**src/rtl/sprite_pkg.sv**
```systemverilog
// Shared constants and state encoding for the
// per-line sprite scan-and-fetch controller.
package sprite_pkg;

  localparam int NUM_OAM = 40;
  localparam int MAX_LINE = 10;

  localparam logic [12:0] SPRITE_BASE = 13'h0000;

  typedef enum logic [2:0] {
    S_IDLE,
    S_SCAN,
    S_FETCH_LO,
    S_FETCH_HI,
    S_DONE
  } state_t;

endpackage

```
**src/rtl/sprite_list.sv**
```systemverilog
// Small index buffer of visible sprites for one line.
// Ports: clk, reset, clr, push, din (6b), rd_idx (4b), dout (6b).
module sprite_list
  import sprite_pkg::*;
#(
  parameter int DEPTH = MAX_LINE
) (
  input  logic       clk,
  input  logic       reset,
  input  logic       clr,
  input  logic       push,
  input  logic [5:0] din,
  input  logic [3:0] rd_idx,
  output logic [5:0] dout
);

  logic [5:0] mem [DEPTH];
  logic [3:0] wp;
  logic       wr;

  // Clear wins over a simultaneous append.
  assign wr = push && !clr && (wp < 4'(DEPTH));

  always_ff @(posedge clk) begin
    if (reset || clr) begin
      wp <= '0;
    end else if (wr) begin
      wp <= wp + 4'd1;
    end
  end

  always_ff @(posedge clk) begin
    if (wr && !reset) begin
      mem[wp] <= din;
    end
  end

  assign dout = (rd_idx < 4'(DEPTH)) ? mem[rd_idx] : '0;

endmodule

```
**src/rtl/sprite_fetcher.sv**
```systemverilog
// Per-line sprite scan (first visible slots) and VRAM tile-row fetch.
// Ports: clk, reset, line_start, obj_en, sel/sel_x/sel_addr, vram_*, ds, busy, count.
module sprite_fetcher
  import sprite_pkg::*;
#(
  parameter int NUM_OAM = sprite_pkg::NUM_OAM,
  parameter int MAX_LINE = sprite_pkg::MAX_LINE
) (
  input  logic        clk,
  input  logic        reset,
  input  logic        line_start,
  input  logic        obj_en,
  output logic [5:0]  sel,
  input  logic [7:0]  sel_x,
  input  logic [10:0] sel_addr,
  output logic        vram_req,
  output logic [12:0] vram_addr,
  input  logic        vram_ack,
  output logic [1:0]  ds,
  output logic        busy,
  output logic [3:0]  count
);

  state_t     state, state_n;
  logic [5:0] idx, idx_n;
  logic [3:0] cnt, cnt_n;
  logic [3:0] ptr, ptr_n;
  logic [3:0] cnt_inc;
  logic       hit;
  logic       push;
  logic       clr;
  logic       plane;
  logic       last_slot;
  logic       full;
  logic [5:0] list_q;

  sprite_list #(
    .DEPTH(MAX_LINE)
  ) u_list (
    .clk   (clk),
    .reset (reset),
    .clr   (clr),
    .push  (push),
    .din   (idx),
    .rd_idx(ptr),
    .dout  (list_q)
  );

  assign hit = (sel_x != 8'hff);
  assign cnt_inc = cnt + 4'd1;
  assign last_slot = (idx == 6'(NUM_OAM - 1));
  // Stop as soon as this slot fills the list.
  assign full = hit && (cnt_inc == 4'(MAX_LINE));

  always_ff @(posedge clk) begin
    if (reset) begin
      state <= S_IDLE;
      idx <= '0;
      cnt <= '0;
      ptr <= '0;
    end else begin
      state <= state_n;
      idx <= idx_n;
      cnt <= cnt_n;
      ptr <= ptr_n;
    end
  end

  always_comb begin
    state_n = state;
    idx_n = idx;
    cnt_n = cnt;
    ptr_n = ptr;
    push = 1'b0;
    clr = 1'b0;
    if (line_start) begin
      clr = 1'b1;
      idx_n = '0;
      cnt_n = '0;
      ptr_n = '0;
      state_n = obj_en ? S_SCAN : S_DONE;
    end else begin
      unique case (state)
        S_SCAN: begin
          push = hit;
          if (hit) begin
            cnt_n = cnt_inc;
          end
          idx_n = idx + 6'd1;
          if (last_slot || full) begin
            ptr_n = '0;
            state_n = (cnt_n == 4'd0) ? S_DONE : S_FETCH_LO;
          end
        end
        S_FETCH_LO: begin
          if (vram_ack) begin
            state_n = S_FETCH_HI;
          end
        end
        S_FETCH_HI: begin
          if (vram_ack) begin
            if (ptr == cnt - 4'd1) begin
              state_n = S_DONE;
            end else begin
              ptr_n = ptr + 4'd1;
              state_n = S_FETCH_LO;
            end
          end
        end
        default: ;
      endcase
    end
  end

  assign vram_req = (state == S_FETCH_LO) || (state == S_FETCH_HI);
  assign plane = (state == S_FETCH_HI);
  assign busy = (state == S_SCAN) || vram_req;
  assign count = cnt;

  assign sel = (state == S_SCAN) ? idx :
               vram_req ? list_q : 6'd0;

  assign vram_addr = vram_req ?
    (SPRITE_BASE | {1'b0, sel_addr, plane}) : 13'd0;

  assign ds = {vram_ack && (state == S_FETCH_HI),
               vram_ack && (state == S_FETCH_LO)};

endmodule

```
**config.mk**
```make
export PLATFORM = sky130hd
export DESIGN_NAME = sprite_fetcher
export DESIGN_NICKNAME = d
export VERILOG_FILES = /design/src/rtl/sprite_pkg.sv /design/src/rtl/sprite_list.sv /design/src/rtl/sprite_fetcher.sv
export SDC_FILE = /design/constraint.sdc
export NUM_CORES = 1
export LEC_CHECK = 0
export ABC_CLOCK_PERIOD_IN_PS = 5830
export BUFFER_PORTS_ARGS = -buffer_cell sky130_fd_sc_hd__clkbuf_2
export CAP_MARGIN = 20
export CORE_UTILIZATION = 44
export CTS_CLUSTER_DIAMETER = 200
export DETAILED_ROUTE_END_ITERATION = 10
export HOLD_SLACK_MARGIN = 0.02
export PLACE_DENSITY_LB_ADDON = 0.15
export SYNTH_ARGS = -nofsm -noshare
export SYNTH_HDL_FRONTEND = slang
export SYNTH_SLANG_ARGS = --single-unit
```
**constraint.sdc**
```tcl
create_clock -name clk -period 5.83 [get_ports clk]
set_input_delay 0.2915 -clock clk [delete_from_list [all_inputs] [get_ports clk]]
set_output_delay 0.2915 -clock clk [all_outputs]
set_load 0.05 [all_outputs]
```
==> flow_summary_export.csv, run 1 <==
group,metric,value,unit
outcome,status,"finished, final reports clean",
timing,maxSlewHeadroom,58.5,%
detailed_routing,drc_errors,0,
timing,fmax,365,MHz
detailed_routing,wl_per_cell,17.3,um
worst_setup_path,critPathKind,"flop to output pin",
cts,cts_buffer_depth,2,
global_routing,use_met3,2.75,%
pwr,power,1.19,mW
synthesis,synth.cell_area,3970,um2
global_routing,use_met2,28.4,%
global_routing,met1_usage,25.9,%
synthesis,yosysTopAreaCellShare,45.4,%
final_layout,drive_gt1_share,24.9,%
worst_setup_path,start_kind,"flop",
die,die_h,96.9,um
die,die_w,96.9,um
global_routing,grt_pass1_vias,2486,
final_layout,final_cell_count_no_fill,466,
synthesis,synthArstFlopShare,0,%
global_routing,antenna_found_initial,0,
timing,worst_pin_slew,0.620,ns
synthesis,yosys.area.top_type,"edfxtp_1",
global_routing,grt_start_max_net_pins,22,
final_layout,antenna_cells,0,
synthesis,ys_seq_elements,85,
synthesis,yosysMostFrequentCell,"edfxtp_1",
cts,cts_tree,"yes",
placed_design,hpwlAfterDp,5530,um
final_layout,syn_to_final_growth,13.8,%
worst_setup_path,end_kind,"output pin",
die,io_pins,51,
cts,post_cts_resize_count,0,
pwr,ir_drop,132,uV
timing,finalHoldViolations,0,
synthesis,ys_seq_area_share,58.0,%
placed_design,placed_area,4280,um2
timing,fin_crit_sh,47.0,%
cts,cts-buffers-inserted,9,
worst_hold_path,hold_depth,2,
cts,clk_latency,0.35,ns
worst_setup_path,cp.arrival,2.45,ns
placed_design,dp_cells,450,
global_routing,grt_overflow,0,
die,core,8720,um2
synthesis,synth.distinct_cells,53,
worst_setup_path,worstPathBufferInverterCount,2,
global_routing,grt_busiest_layer,"met2",
worst_setup_path,cp_max_fo,18,
worst_setup_path,worstPathRequired,5.54,ns
synthesis,ys_top_cells_by_area,"edfxtp_1 45%, dfxtp_1 13%, mux4_2 6.8%",
worst_setup_path,reg2regPathDepth,4,
synthesis,synth_common_cells,"60 x edfxtp_1, 29 x nor2_1, 25 x dfxtp_1, 19 x and2_1",
worst_setup_path,path_delay_family,"buffers and inverters",
cts,cts_sinks,85,
synthesis,synth.avg_cell_area,12.9,um2
detailed_routing,drtIter0Drc,95,
cts,path_clk_slew,0.09,ns
flow_run,cap_violations,0,
timing,setup_ws,3.09,ns
die,num_rows,34,
placed_design,gp_congestion,0.819,
die,start_util,45.5,%
detailed_routing,viasPerCell,5.44,
final_layout,nets,386,
die,die_area,9400,um2
worst_setup_path,cp_cell_sequence,"buf_4, mux4_2, nor2b_1, a211oi_1, a21oi_1, a22o_1, clkbuf_2",
placed_design,portBuffers,49,
global_routing,grtUsageTotal,18.2,%
cts,hold_buffers,0,
synthesis,ys.flop_type,"edfxtp_1",
detailed_routing,wl,8040,um
timing,worst_clock_skew,0.00976,ns
global_routing,grt_pass1_wl,13200,um
worst_hold_path,hp-class,"primary input to flop",
cts,htree_levels,3,
worst_setup_path,cp.depth,7,
worst_setup_path,crit_slowest_cell,"mux4_2",
placed_design,pre_cts_slack,3.41,ns
synthesis,syn_inst,307,
timing,final.setup.tns,0,ns
timing,rsz0062_at_grt,"no",
detailed_routing,ant_nets,0,
synthesis,synth_edf_count,60,
pwr,power_per_cell_area,264,nW/um2
detailed_routing,dr.pass1.iters,4,
synthesis,synth_warnings,0,
timing,report.final.slew_viol_count,0,
cts,cts_setup_buffers,0,
timing,setup_violations,0,
pwr,p_leak,1.55,nW
detailed_routing,via_count,2535,
worst_setup_path,slowest_delay,0.56,ns
timing,fin_crit,2.74,ns
cts,cts_root_buf,"clkbuf_8",
final_layout,stdcell_area,4520,um2
synthesis,syn-num-nets,340,
## registers in the layout (all words and copies together), names as in the netlist, named ones only
signal and flops:
u_list.mem 60, count 4, state 3, u_list.wp 4, ptr 4, idx 6
## where the power goes
group	internal, mW	total (mW)	leakage [nW]	switching (mW)
Clock	0.257	0.476	0.113	0.219
Combinational	0.0245	0.0688	0.716	0.0442
Sequential	0.642	0.647	0.725	0.00528
## final timing paths
check	from	end	slack, ns
setup / recovery	flop	sel[4]	3.09
hold / removal	reset	state[0]	0.15
setup reg to reg	state[0]	u_list.mem[7][2]	3.39
hold reg to reg	ptr[3]	ptr[3]	0.55
## cells in the final DEF, fill, tap and decap left out, drive strengths merged, types with 2 or more instances in the layout
cell type / synthesis / final
a211oi: 6 / 6
or3: 4 / 4
clkbuf: 7 / 59
buf: 9 / 2
and4: 3 / 3
xnor2: 9 / 9
o22ai: 2 / 2
ha: 9 / 9
o41ai: 2 / 2
nor2b: 6 / 6
nand2: 12 / 12
nand3: 6 / 6
bufinv: 0 / 2
mux2i: 12 / 12
nor2: 29 / 29
dfxtp: 25 / 25
edfxtp: 60 / 60
mux4: 12 / 12
xor2: 7 / 7
and2: 19 / 19
inv: 12 / 14
o311a: 2 / 2
nor3b: 2 / 2
nand4: 6 / 6
a22o: 6 / 6
o31ai: 5 / 5
a21oi: 11 / 11
or2: 2 / 2
o21ai: 6 / 6
## routing by layer
metal | share of wire, % | up-vias
li1 | - | 1241
met1 | 49 | 1234
met2 | 47 | 51
met3 | 3.2 | 9
met4 | 1.1 | 0
met5 | 0 | -
## kinds of logic after synthesis
kind of cell | count (synthesis) | synth area share, %
AO/OA/AOI/OAI | 48 | 9.37
XOR/XNOR | 16 | 3.53
adder cells (fa/ha/maj) | 9 | 2.84
buffers and inverters | 28 | 3.22
flip-flops | 85 | 58.0
multiplexers | 24 | 9.84
other | 1 | 0.0945
AND/OR/NAND/NOR | 96 | 13.1
## through the flow
step	util [%]	hold slack [ns]
finish	51.8	0.148
global route	51.8	0.164
CTS	51.8	0.136
detailed placement	49.1	0.521
global placement	49.1	0.509
floorplan	-	0.370
## final cells by class
type | count | area, um2
clock buffer | 10 | 138
clock inverter | 6 | 93.8
fill | 764 | 4210
inverter | 12 | 45.0
multi-input combinational | 194 | 1540
sequential | 85 | 2300
tap | 108 | 135
timing repair buffer | 51 | 260
(Power assumes the default switching activity.)
==> run 2, diff against run 1 <==
- ABC_CLOCK_PERIOD_IN_PS: 5830 -> 2800
- clock period: 5.83 -> 2.8 ns (I/O delays scaled with it)
==> flow_summary_export.csv, run 2 (same netlist as run 1, synthesis figures left out) <==
group,metric,value,unit
outcome,status,"finished, final reports clean",
detailed_routing,ant_nets,0,
worst_setup_path,rr_startpoint,"count[0]",
cts,cts_buffer_depth,2,
worst_setup_path,end_kind,"output pin",
final_layout,layout_common_cells,"60 x edfxtp_1, 49 x clkbuf_2, 29 x nor2_1, 25 x dfxtp_1, 19 x and2_1",
cts,cts-buffers-inserted,9,
timing,worst_pin_slew,0.705,ns
detailed_routing,wl_per_cell,16.9,um
timing,report.final.slew_viol_count,0,
worst_setup_path,crit_slowest_cell,"mux4_2",
worst_setup_path,cp.depth,7,
die,core,8720,um2
cts,hold_buffers,1,
timing,setup_violations,0,
worst_setup_path,worstPathBufferInverterCount,2,
pwr,p_leak,1.63,nW
die,die_h,96.9,um
cts,post_cts_resize_count,0,
timing,final.setup.tns,0,ns
placed_design,gp_congestion,0.849,
die,num_rows,34,
worst_setup_path,path_delay_family,"compound AO/OA/AOI/OAI gates",
detailed_routing,via_count,2524,
timing,rsz0062_at_grt,"no",
worst_setup_path,cp_cell_sequence,"buf_12, mux4_2, nor2b_1, a211oi_1, a21oi_1, a22o_1, clkbuf_2",
final_layout,fillCellCount,759,
cts,htree_levels,3,
placed_design,hpwlAfterDp,5640,um
die,start_util,45.5,%
global_routing,grt_pass1_vias,2441,
global_routing,grt_start_max_net_pins,21,
detailed_routing,wl,8070,um
worst_setup_path,cp_max_fo,18,
detailed_routing,dr.pass1.iters,5,
detailed_routing,drc_errors,0,
timing,fmax,402,MHz
cts,clk_latency,0.35,ns
cts,cts_setup_buffers,0,
placed_design,portBuffers,49,
detailed_routing,viasPerCell,5.28,
worst_setup_path,slowest_delay,0.51,ns
worst_setup_path,reg2regPathDepth,7,
final_layout,regMostFlops,"u_list.mem",
detailed_routing,drtIter0Drc,114,
final_layout,largest_reg_flops,60,
final_layout,nets,398,
global_routing,grt_pass1_wl,12900,um
timing,fin_crit_sh,88.8,%
timing,maxSlewHeadroom,52.6,%
final_layout,layout_commonest_cell,"edfxtp_1",
global_routing,antenna_found_initial,0,
pwr,power,2.27,mW
worst_setup_path,reg2reg_slack,0.40,ns
worst_setup_path,critPathKind,"flop to output pin",
final_layout,antenna_cells,0,
worst_setup_path,start_kind,"flop",
die,die_area,9400,um2
worst_hold_path,hp-class,"primary input to flop",
timing,worst_clock_skew,0.00674,ns
cts,cts_sinks,85,
pwr,power_per_cell_area,497,nW/um2
cts,cts_root_buf,"clkbuf_8",
final_layout,largest_registers,"u_list.mem (60), idx (6)",
timing,fin_hold_ws,0.0329,ns
worst_setup_path,crit_path_end,"sel[0]",
cts,path_clk_slew,0.09,ns
die,io_pins,51,
global_routing,grtUsageTotal,18.2,%
final_layout,syn_to_final_growth,15.1,%
global_routing,grt_overflow,0,
pwr,ir_drop,218,uV
timing,finalHoldViolations,0,
die,die_w,96.9,um
worst_setup_path,cp.arrival,2.35,ns
final_layout,drive_gt1_share,26.8,%
worst_setup_path,worstPathRequired,2.66,ns
cts,cts_tree,"yes",
timing,fin_crit,2.49,ns
flow_run,cap_violations,0,
## run 2: changes by cell type in the layout (fill, tap and decap cells not counted), sizes merged
| cell | before | now |
|---|---|---|
| buf | 2 | 13 |
| bufinv | 2 | 0 |
| clkinv | 1 | 4 |
| clkinvlp | 1 | 2 |
| dlygate4sd3 | 0 | 1 |
| inv | 14 | 12 |
## run 2: per-stage QoR
step | area [um2] | setup slack [ns] | util (%) | cells
after floorplan | 3970 | 0.308 | - | 307
after global placement | 4380 | 0.489 | 50.2 | 461
after detailed placement | 4380 | 0.404 | 50.2 | 461
after CTS | 4570 | 0.277 | 52.4 | 478
after global routing | 4570 | 0.189 | 52.4 | 478
final | 4570 | 0.314 | 52.4 | 478
## run 2: worst min-delay path by stage
stage               slack, ns   start       end  cells after the start
detailed placement       0.36   reset  state[0]                      2
CTS                      0.02  obj_en  state[0]                      3
global route             0.05  obj_en  state[0]                      3
floorplan                0.22   reset  state[0]                      1
finish                   0.03  obj_en  state[0]                      3
global placement         0.35   reset  state[0]                      2
## run 2: final cells by class
cell class              count  area, um2  share of cell area (%)
clock buffers              10        128                    2.79
clock inverters             6       50.0                    1.10
inverters                  12       45.0                   0.986
multi-input cells         194       1540                    33.8
flip-flops and latches     85       2300                    50.4
well taps                 108        135                    2.96
repair buffers             63        365                    8.00
## run 2: routing by layer
layer / GRT usage (%) / routed length, um / vias to the layer above
met4: 7.58 / 104 / 0
li1: - / - / 1266
met3: 2.82 / 238 / 7
met1: 25.8 / 3890 / 1205
met5: 0 / 0 / -
met2: 27.8 / 3830 / 46
## run 2: power breakdown
part	switching, mW	total (mW)	internal [mW]
logic	0.0958	0.151	0.0557
registers	0.00834	1.34	1.34
clock network	0.444	0.773	0.328
total	0.548	2.27	1.72
## run 2: worst reg2reg max path, stage by stage (launching register included)
cell	delay, ns
dfxtp_1	0.51
inv_1	0.13
ha_1	0.23
xnor2_1	0.28
o211ai_1	0.17
a2111oi_4	0.45
or3_1	0.33
mux2i_1	0.23
==> run 3, diff against run 2 <==
- ABC_CLOCK_PERIOD_IN_PS: 2800 -> 2500
- clock period: 2.8 -> 2.5 ns (I/O delays scaled with it)
==> flow_summary_export.csv, run 3 (same netlist as run 1, synthesis figures left out) <==
group,metric,value,unit
outcome,status,"finished, final reports clean",
cts,cts_root_buf,"clkbuf_8",
worst_setup_path,rr_startpoint,"state[0]",
global_routing,grt_start_max_net_pins,21,
placed_design,hpwlAfterDp,5560,um
placed_design,dp_cells,467,
worst_setup_path,reg2reg_slack,0.26,ns
die,core,8720,um2
detailed_routing,ant_nets,0,
final_layout,antenna_cells,0,
timing,fin_crit,2.43,ns
timing,fmax,412,MHz
final_layout,largest_reg_flops,60,
timing,fin_crit_sh,97.1,%
die,num_rows,34,
worst_setup_path,r2r_end,"state[0]",
detailed_routing,drtIter0Drc,132,
worst_setup_path,critPathKind,"flop to output pin",
worst_setup_path,cp_max_fo,12,
detailed_routing,dr.pass1.iters,4,
cts,path_clk_slew,0.08,ns
worst_hold_path,hold_end,"state[2]",
detailed_routing,via_count,2570,
placed_design,portBuffers,49,
pwr,power_per_cell_area,584,nW/um2
die,die_w,96.9,um
cts,cts_sinks,85,
worst_hold_path,hold_depth,2,
detailed_routing,drc_errors,0,
global_routing,grt_pass1_vias,2527,
final_layout,largest_registers,"u_list.mem (60), idx (6)",
detailed_routing,wl,8050,um
global_routing,grtUsageTotal,18.4,%
die,start_util,45.5,%
cts,clk_latency,0.36,ns
final_layout,layout_commonest_cell,"edfxtp_1",
timing,maxSlewHeadroom,64.4,%
detailed_routing,wl_per_cell,16.5,um
worst_setup_path,worstPathRequired,2.38,ns
global_routing,grt_pass1_wl,13200,um
pwr,ir_drop,218,uV
worst_setup_path,end_kind,"output pin",
die,io_pins,51,
final_layout,final_cell_count_no_fill,489,
worst_setup_path,reg2regPathDepth,6,
final_layout,layout_common_cells,"60 x edfxtp_1, 45 x clkbuf_2, 29 x nor2_1, 24 x dfxtp_1, 22 x buf_4",
pwr,power,2.75,mW
detailed_routing,viasPerCell,5.26,
timing,worst_clock_skew,0.0109,ns
final_layout,fin_util,54.0,%
placed_design,gp_congestion,0.788,
cts,cts-buffers-inserted,9,
pwr,p_leak,1.72,nW
timing,finalHoldViolations,0,
worst_hold_path,min_from,"line_start",
worst_hold_path,hp-class,"primary input to flop",
timing,worst_pin_slew,0.533,ns
cts,cts_buffer_depth,2,
die,die_area,9400,um2
final_layout,drive_gt1_share,29.7,%
final_layout,nets,409,
timing,report.final.slew_viol_count,0,
timing,setup_violations,0,
die,die_h,96.9,um
final_layout,regMostFlops,"u_list.mem",
global_routing,antenna_found_initial,0,
cts,cts_tree,"yes",
flow_run,cap_violations,0,
final_layout,syn_to_final_growth,18.7,%
worst_setup_path,cp.arrival,2.30,ns
worst_setup_path,start_kind,"flop",
global_routing,grt_overflow,0,
cts,htree_levels,3,
==> run 3: cell types whose count changed in the layout (fill, tap and decap cells not counted), moves of 2 or more <==
cell | before | now
buf_2 | 0 | 3
buf_4 | 12 | 22
bufinv_16 | 0 | 2
clkbuf_2 | 49 | 45
clkinv_4 | 4 | 1
==> run 3: per-stage QoR <==
step / hold WS (ns) / cell area (um2) / setup WS (ns) / setup TNS (ns)
floorplan: 0.204 / 3970 / 0.00843 / 0
global placement: 0.352 / 4420 / 0.292 / 0
detailed placement: 0.355 / 4420 / 0.216 / 0
CTS: 0.115 / 4670 / 0.0120 / 0
global route: 0.137 / 4710 / -0.000311 / -0.000311
finish: 0.136 / 4710 / 0.0732 / 0
==> run 3: cell type report <==
type / count / area, um2
clock buffer: 9 / 124
multi-input combinational: 194 / 1550
tap: 108 / 135
inverter: 12 / 45.0
sequential: 85 / 2300
fill: 757 / 4010
clock inverter: 7 / 97.6
timing repair buffer: 74 / 453
==> run 3: how the worst max path moves through the flow <==
stage	start	end	slack [ns]
2_1_floorplan	count[0]	flop	0.008
3_3_place_gp	count[1]	flop	0.29
3_5_place_dp	count[1]	flop	0.22
4_1_cts	flop	sel[4]	0.01
5_1_grt	flop	sel[5]	-0.0003
6_report	flop	sel[0]	0.07
==> run 3: report_power, final <==
| group | internal (mW) | switching [mW] | total, mW |
|---|---|---|---|
| registers | 1.50 | 0.00877 | 1.50 |
| clock network | 0.565 | 0.508 | 1.07 |
| logic | 0.0655 | 0.109 | 0.174 |
==> run 3: worst max-delay path: stages (launching register included) <==
cell and delay, ns:
dfxtp_1 0.36, buf_12 0.16, buf_4 0.15, mux4_2 0.53
a211oi_1 0.26, a21oi_1 0.06, a22o_1 0.19, clkbuf_2 0.23
==> run 3: timing repair <==
item | in CTS | in global routing
hold buffers | 2 | 0
setup buffers | 0 | 4
gates resized for setup | 1 | 6
endpoints found under the hold margin | 1 | 0
pin swaps | 0 | 1
setup endpoints to repair | 1 | 8
==> run 3: routing by layer <==
metal | vias up | global-route usage, % | part of all wire, %
met2 | 36 | 28.3 | 45
li1 | 1278 | - | -
met5 | - | 0 | 0
met4 | 0 | 8.27 | 2.0
met3 | 11 | 3.11 | 2.5
met1 | 1245 | 25.6 | 50
